### config.mk
export PLATFORM = sky130hd
export DESIGN_NAME = boot_loader
export DESIGN_NICKNAME = d
export VERILOG_FILES = /design/src/rtl/boot_loader_pkg.sv /design/src/rtl/boot_loader.sv
export SDC_FILE = /design/constraint.sdc
export NUM_CORES = 1
export LEC_CHECK = 0
export ABC_AREA = 1
export ABC_CLOCK_PERIOD_IN_PS = 1400
export BUFFER_PORTS_ARGS = -buffer_cell sky130_fd_sc_hd__buf_2
export CAP_MARGIN = 30
export CELL_PAD_IN_SITES_DETAIL_PLACEMENT = 0
export CELL_PAD_IN_SITES_GLOBAL_PLACEMENT = 1
export CORE_ASPECT_RATIO = 2
export CORE_MARGIN = 1
export CORE_UTILIZATION = 27
export DETAILED_ROUTE_END_ITERATION = 10
export MAX_ROUTING_LAYER = met4
export PLACE_DENSITY = 0.74
export SLEW_MARGIN = 20
export SYNTH_ARGS = -nofsm -noshare
export SYNTH_HDL_FRONTEND = slang
export SYNTH_SLANG_ARGS = --single-unit
export TNS_END_PERCENT = 30
### constraint.sdc
create_clock -name clk -period 1.4 [get_ports clk]
set_clock_uncertainty 0.1 [all_clocks]
set_input_delay 0.14 -clock clk [delete_from_list [all_inputs] [get_ports clk]]
set_output_delay 0.14 -clock clk [all_outputs]
set_load 0.05 [all_outputs]
### src/rtl/boot_loader_pkg.sv
// Shared widths, default program length and FSM encoding for the boot loader.
package boot_loader_pkg;
  localparam int ADDR_SIZE = 8;
  localparam int WORD_SIZE = 8;
  localparam int BOOT_LEN  = 16;

  typedef enum logic [2:0] {
    COPY_RD = 3'd0,
    COPY_WR = 3'd1,
    VFY_RD  = 3'd2,
    VFY_CMP = 3'd3,
    DONE    = 3'd4
  } boot_state_t;
endpackage

### src/rtl/boot_loader.sv
// Post-reset ROM->RAM program copier with optional read-back verify; holds the CPU
// until the image is in place. All bus outputs decode from registered state only.
module boot_loader
  import boot_loader_pkg::*;
#(
  parameter int ADDR_W   = ADDR_SIZE,
  parameter int WORD_W   = WORD_SIZE,
  parameter int PROG_LEN = BOOT_LEN,
  parameter int ROM_BASE = 0,
  parameter int RAM_BASE = 0,
  parameter bit VERIFY   = 1'b1
) (
  input  logic              clk,
  input  logic              rst,
  input  logic              reboot,
  output logic [ADDR_W-1:0] rom_addr,
  input  logic [WORD_W-1:0] rom_data,
  output logic [ADDR_W-1:0] ram_addr,
  output logic [WORD_W-1:0] ram_wdata,
  output logic              ram_wr_en,
  output logic              ram_rd_en,
  input  logic [WORD_W-1:0] ram_rdata,
  output logic              cpu_hold,
  output logic              boot_done,
  output logic              boot_err
);
  localparam int IDX_W = $clog2(PROG_LEN + 1);

  boot_state_t       state, state_nxt;
  logic [IDX_W-1:0]  idx;
  logic [WORD_W-1:0] buffer;
  logic              err;
  logic              last;
  logic [ADDR_W-1:0] rom_ofs, ram_ofs;

  assign last    = (idx == IDX_W'(PROG_LEN - 1));
  // Base + index wraps modulo 2**ADDR_W by truncation.
  assign rom_ofs = ADDR_W'(ROM_BASE) + ADDR_W'(idx);
  assign ram_ofs = ADDR_W'(RAM_BASE) + ADDR_W'(idx);

  always_ff @(posedge clk) begin
    if (rst) state <= COPY_RD;
    else     state <= state_nxt;
  end

  always_comb begin
    state_nxt = state;
    case (state)
      COPY_RD: state_nxt = COPY_WR;
      COPY_WR: if (last) state_nxt = VERIFY ? VFY_RD : DONE;
               else      state_nxt = COPY_RD;
      VFY_RD:  state_nxt = VFY_CMP;
      VFY_CMP: state_nxt = last ? DONE : VFY_RD;
      DONE:    if (reboot) state_nxt = COPY_RD;
      default: state_nxt = COPY_RD;
    endcase
  end

  always_ff @(posedge clk) begin
    if (rst) begin
      idx    <= '0;
      buffer <= '0;
      err    <= 1'b0;
    end else begin
      case (state)
        COPY_RD: buffer <= rom_data;
        COPY_WR: idx <= last ? '0 : idx + IDX_W'(1);
        VFY_CMP: begin
          if (ram_rdata != rom_data) err <= 1'b1;
          idx <= last ? '0 : idx + IDX_W'(1);
        end
        DONE: if (reboot) begin
          err <= 1'b0;
          idx <= '0;
        end
        default: ;
      endcase
    end
  end

  always_comb begin
    rom_addr  = '0;
    ram_addr  = '0;
    ram_wdata = '0;
    ram_wr_en = 1'b0;
    ram_rd_en = 1'b0;
    cpu_hold  = 1'b1;
    boot_done = 1'b0;
    case (state)
      COPY_RD: rom_addr = rom_ofs;
      COPY_WR: begin
        ram_addr  = ram_ofs;
        ram_wdata = buffer;
        ram_wr_en = 1'b1;
      end
      VFY_RD: begin
        ram_addr  = ram_ofs;
        ram_rd_en = 1'b1;
      end
      VFY_CMP: rom_addr = rom_ofs;
      DONE: begin
        cpu_hold  = 1'b0;
        boot_done = 1'b1;
      end
      default: ;
    endcase
  end

  assign boot_err = err;
endmodule
==> results of run 1 <==
cell type report:
class	instances	area, sq um
fillers	384	1730
clock inverters	1	5.00
flip-flops and latches	17	349
multi-input cells	110	747
inverters	34	150
well taps	49	61.3
clock buffers	3	41.3
repair buffers	65	567
sequential cells by signal (all words and copies together), names as in the netlist:
register,flops
buffer,8
idx,5
state,3
boot_err,1
per-stage QoR:
stage / worst slack (ns) / cell area (sq um) / hold slack (ns)
after detailed placement: -0.0601 / 1580 / 0.291
after global placement: -0.0574 / 1580 / 0.291
after CTS: -0.203 / 1780 / 0.0276
after floorplan: -0.247 / 1210 / 0.102
final: -0.224 / 1920 / 0.0281
after global routing: -0.275 / 1920 / 0.0307
cells in the mapped netlist, types with 2 or more instances:
cell / number / area [sq um]
a21oi_1: 13 / 65.1
buf_4: 6 / 45.0
dfxtp_1: 17 / 340
inv_1: 31 / 116
inv_2: 3 / 11.3
nand2_1: 34 / 128
nand2_2: 2 / 12.5
nand2_4: 2 / 22.5
nand3_1: 3 / 15.0
nor2_1: 26 / 97.6
nor2_2: 2 / 12.5
nor3_1: 2 / 10.0
o21ai_0: 9 / 45.0
xnor2_1: 5 / 43.8
worst max-delay path, cell delays in order, from the launching register on:
cell,delay (ns)
dfxtp_4,0.38
buf_6,0.11
nand2_4,0.05
nor2_4,0.15
inv_6,0.05
buf_12,0.15
nor2_4,0.09
buf_6,0.16
per-layer routing:
layer / GRT usage, % / up-vias
li1: - / 611
met1: 14.7 / 507
met2: 32.4 / 33
met3: 2.01 / 4
met4: 5.88 / 0
met5: - / -
worst max path at each step:
stage	from	end	slack [ns]	cells past startpoint
finish	state[0]$_SDFFE_PP0P_	ram_wdata[1]	-0.22	7
global route	state[0]$_SDFFE_PP0P_	ram_wdata[1]	-0.28	7
CTS	state[0]$_SDFFE_PP0P_	ram_wdata[1]	-0.20	7
detailed placement	state[0]$_SDFFE_PP0P_	rom_addr[3]	-0.06	8
global placement	state[0]$_SDFFE_PP0P_	rom_addr[4]	-0.06	8
floorplan	state[2]$_SDFFE_PP0P_	ram_addr[0]	-0.25	7
cells by family (layout without fill, tap and decap cells):
| family | Yosys count | count (layout) |
|---|---|---|
| AOI/OAI and AO/OA | 25 | 25 |
| xor gates and xnor gates | 5 | 5 |
| adders and majority gates | 1 | 1 |
| buffers and inverters | 42 | 103 |
| DFF | 17 | 17 |
| other | 1 | 6 |
| and+or+nand+nor | 73 | 73 |
timing repair:
action | in CTS | in global routing
gates cloned | 0 | 0
endpoints found under the setup margin | 23 | 29
setup buffers | 1 | 2
resized for setup | 47 | 34
pin swaps | 1 | 7
report_power, final:
part / internal (mW) / leakage, nW / switching (mW)
sequential: 0.506 / 0.142 / 0.0115
clock: 0.198 / 0.0255 / 0.176
combinational: 0.155 / 0.710 / 0.262
total: 0.859 / 0.877 / 0.450
==> impl_metrics.yaml, run 1 <==
clocking:
  clk_pin_slew_ns: 0.07
  postCtsHoldBufs: 0
  clkLatencyLatePin_ns: 0.25
  clock-sinks: 17
  cts_tree: "yes"
  clock_path_buffers: 2
  cts_buffers: 3
  cts_root_buffer: "clkbuf_8"
  htreeDepth: 1
sta:
  hold_viol: 0
  max_freq_ghz: 0.616
  setup_viol: 21
  layout_setup_ws_ns: -0.224
  rsz0062_at_grt: "yes"
  final_max_slew_viol_count: 0
  fin_crit_sh_pct: 116
  min_period_ns: 1.62
  finalSetupTns_ns: -3.82
placed_design:
  place_congestion: 0.843
  io_buffers: 41
  dp.cells: 272
  place_hpwl_mm: 2.38
final_layout:
  final_common_cell: "nand2_1"
  n_antenna_cell: 0
  final_layout_size_suffix_gt1_share_pct: 50.9
  instances_no_fill: 279
  area_growth_pct: 84.9
  nNetsFinal: 251
  final_core_util_pct: 52.7
  layout_common_cells: "31 x nand2_1, 25 x inv_1, 24 x nor2_4"
synth:
  ys.warnings.count: 0
  syn_area_sq_um: 1040
  yosys.area_share.xor_xnor_pct: 4.22
  synth_compound_gate_area_share_pct: 12.9
  synth-seq-cells: 17
  yosys.area_share.simple_pct: 30.4
  synth_top_family_by_area: "simple AND/OR/NAND/NOR gates"
  synthFlopType: "dfxtp_1"
  synth_fa_ha_area_share_pct: 1.20
  synth.area.mux_share_pct: 0
  ys_seq_area_share_pct: 32.8
  synth_area_per_cell_sq_um: 6.33
  synthCells: 164
  synth_enable_flop_cells: 0
  synthArstFlopShare_pct: 0
  synth.distinct_cells: 23
die:
  fp.dieH_microns: 89.7
  io_pins: 48
  row_count: 31
  fp.dieW_microns: 45.9
  dieArea_sq_um: 4110
  core_area_sq_um: 3650
  start_util_pct: 28.5
critical_path:
  r2r.worst_path.cells: 9
  setup.worst_path.class: "reg2out"
  critPathArrivalTime_ns: 1.38
  cp_max_fo: 8
  worstPathRequired_ns: 1.16
  r2r-end: "idx[3]$_SDFFE_PP0P_"
  r2r-start: "state[0]$_SDFFE_PP0P_"
  ff2ff_setup_slack_ns: 0.05
  endpoint_kind: "primary output"
  start_kind: "flop"
route:
  dr_wl_met2_mm: 1.90
  route.detailed.drc: 0
  wire_per_inst_microns: 10.6
  drtPass1Iterations: 3
  vias_per_cell: 4.14
  antenna_left: 0
  dr_wl_met3_microns: 87
  drt_wl_total_mm: 2.95
  num_vias: 1155
  route.top_layer_used: "met4"
  m1WireLength_microns: 916
  first_iter_violations: 12
outcome:
  status: "complete, but fails checks"
  violations: "setup timing"
global_routing:
  grt.total_usage_pct: 16.7
  grt_pass1_wl_mm: 4.95
  antenna_found_initial: 0
  grt_pass1_vias: 1194
  grt_overflow_total: 0
  grt_max_degree: 13
power_and_ir_drop:
  power_leakage_nw: 0.877
  power.density_nw_per_um2: 681
  total_power_mw: 1.31
  ir_worst_vdd_mv: 0.497
min_path:
  hold_depth: 2
  hold_path.class: "in2reg"
  hp-start: "rst"
  hold-path-endpoint: "idx[1]$_SDFFE_PP0P_"
job:
  cap_viol_max_count: 0
(Power assumes the default switching activity.)
==> run 2: changes to the inputs <==
--- a/config.mk
+++ b/config.mk
@@ -17,6 +17,7 @@
 export DETAILED_ROUTE_END_ITERATION = 10
 export MAX_ROUTING_LAYER = met4
 export PLACE_DENSITY = 0.74
+export REMOVE_ABC_BUFFERS = 1
 export SLEW_MARGIN = 20
 export SYNTH_ARGS = -nofsm -noshare
 export SYNTH_HDL_FRONTEND = slang
==> impl_metrics.yaml, run 2 (synthesis results as in run 1) <==
global_routing:
  grt_pass1_vias: 1162
  grt.total_usage_pct: 16.6
  grt_overflow_total: 0
  antenna_found_initial: 0
  grt_pass1_wl_mm: 4.96
  grt_max_degree: 13
route:
  num_vias: 1164
  vias_per_cell: 4.22
  dr_wl_met3_microns: 83
  drtPass1Iterations: 4
  route.detailed.drc: 0
  dr_wl_met2_mm: 1.85
  m1WireLength_microns: 962
  route.top_layer_used: "met4"
  drt_wl_total_mm: 3.02
  antenna_left: 0
  first_iter_violations: 10
  wire_per_inst_microns: 10.9
sta:
  fin_crit_sh_pct: 116
  max_freq_ghz: 0.617
  fin_hold_ws_ns: 0.0163
  hold_viol: 0
  finalSetupTns_ns: -3.66
  setup_viol: 21
  min_period_ns: 1.62
  rsz0062_at_grt: "yes"
  final_max_slew_viol_count: 0
  layout_setup_ws_ns: -0.221
critical_path:
  setup.worst_path.class: "reg2out"
  worstPathRequired_ns: 1.16
  cp_max_fo: 7
  path_cells: "inv_1 -> nand2_2 -> nor2_4 -> inv_4 -> buf_12 -> nor2_2 -> buf_6"
  critPathBufInv: 4
  crit_slowest_cell: "dfxtp_2"
  cp_slowest_stage_delay_ns: 0.34
  crit_family: "buffers and inverters"
  start_kind: "flop"
  endpoint_kind: "primary output"
  critPathArrivalTime_ns: 1.38
power_and_ir_drop:
  total_power_mw: 1.28
  power.switching_uw: 435
  power_frac_comb_pct: 30.6
  power_leakage_nw: 0.853
  p_int_uw: 848
  p_seq_share_pct: 40.4
  ir_worst_vdd_mv: 0.474
  power.density_nw_per_um2: 697
  power_switching_share_pct: 33.9
  p_clk_share_pct: 29.0
final_layout:
  final_layout_size_suffix_gt1_share_pct: 49.3
  nNetsFinal: 248
  reg.largest.list: "buffer x8, idx x5, state x3"
  n_antenna_cell: 0
  layout_common_cells: "31 x nand2_1, 27 x inv_1, 20 x buf_4"
  design_area_sq_um: 1840
  area_growth_pct: 77.3
  largest_register_ffs: 8
  top_register: "buffer"
  final_common_cell: "nand2_1"
clocking:
  clock_path_buffers: 2
  clk_pin_slew_ns: 0.07
  clock-sinks: 17
  htreeDepth: 1
  cts_tree: "yes"
  postCtsHoldBufs: 0
  clkLatencyLatePin_ns: 0.25
  cts_buffers: 3
  cts_root_buffer: "clkbuf_8"
placed_design:
  placed_area_sq_um: 1400
  place_hpwl_mm: 2.23
  io_buffers: 41
  place_congestion: 0.786
outcome:
  status: "complete, but fails checks"
  violations: "setup timing"
die:
  dieArea_sq_um: 4110
  core_area_sq_um: 3650
  io_pins: 48
  fp.dieW_microns: 45.9
  fp.dieH_microns: 89.7
  start_util_pct: 28.5
  row_count: 31
min_path:
  hold_path.class: "in2reg"
job:
  cap_viol_max_count: 0
==> run 2: cell type report <==
cell class,count,area (sq um)
clock buffer,3,41.3
fill,388,1800
tap,49,61.3
clock inverter,1,5.00
sequential,17,348
inverter,34,143
timing repair buffer,62,554
multi-input combinational,110,689
==> run 2: per-layer routing <==
metal,up-vias,track usage (%)
met5,-,-
met4,0,7.11
met3,10,1.81
met2,38,30.6
met1,513,15.7
li1,603,-
==> run 2: final timing paths <==
path	start	endpoint	slack, ns	cells past startpoint
worst max-delay path	state[2]$_SDFFE_PP0P_	ram_wdata[3]	-0.22	7
worst min-delay path	rst	state[2]$_SDFFE_PP0P_	0.02	2
worst max register to register	state[2]$_SDFFE_PP0P_	state[1]$_SDFFE_PP0P_	0.01	10
worst min register to register	boot_err$_SDFFE_PP0P_	boot_err$_SDFFE_PP0P_	0.35	2
==> run 2: per-stage QoR <==
| step | std cells | utilization [%] | setup WS [ns] |
|---|---|---|---|
| 2_1_floorplan | 161 | - | -1.08 |
| 3_3_place_gp | 267 | 38.3 | -0.0746 |
| 3_5_place_dp | 267 | 38.3 | -0.0515 |
| 4_1_cts | 274 | 46.1 | -0.190 |
| 5_1_grt | 276 | 50.5 | -0.278 |
| 6_report | 276 | 50.5 | -0.221 |
==> run 2: power by group through the flow <==
stage | sequential (mW) | combinational, mW | clock (mW)
after floorplan | 0.528 | 0.201 | 0
after global placement | 0.529 | 0.302 | 0
after detailed placement | 0.530 | 0.302 | 0
after CTS | 0.519 | 0.359 | 0.389
after global routing | 0.522 | 0.425 | 0.411
final | 0.519 | 0.392 | 0.372
==> run 2: what timing repair did <==
| action | 4_1_cts | 5_1_grt |
|---|---|---|
| endpoints found under the setup margin | 22 | 33 |
| pin swaps | 5 | 5 |
| setup buffers | 3 | 2 |
| gates resized for setup | 79 | 36 |
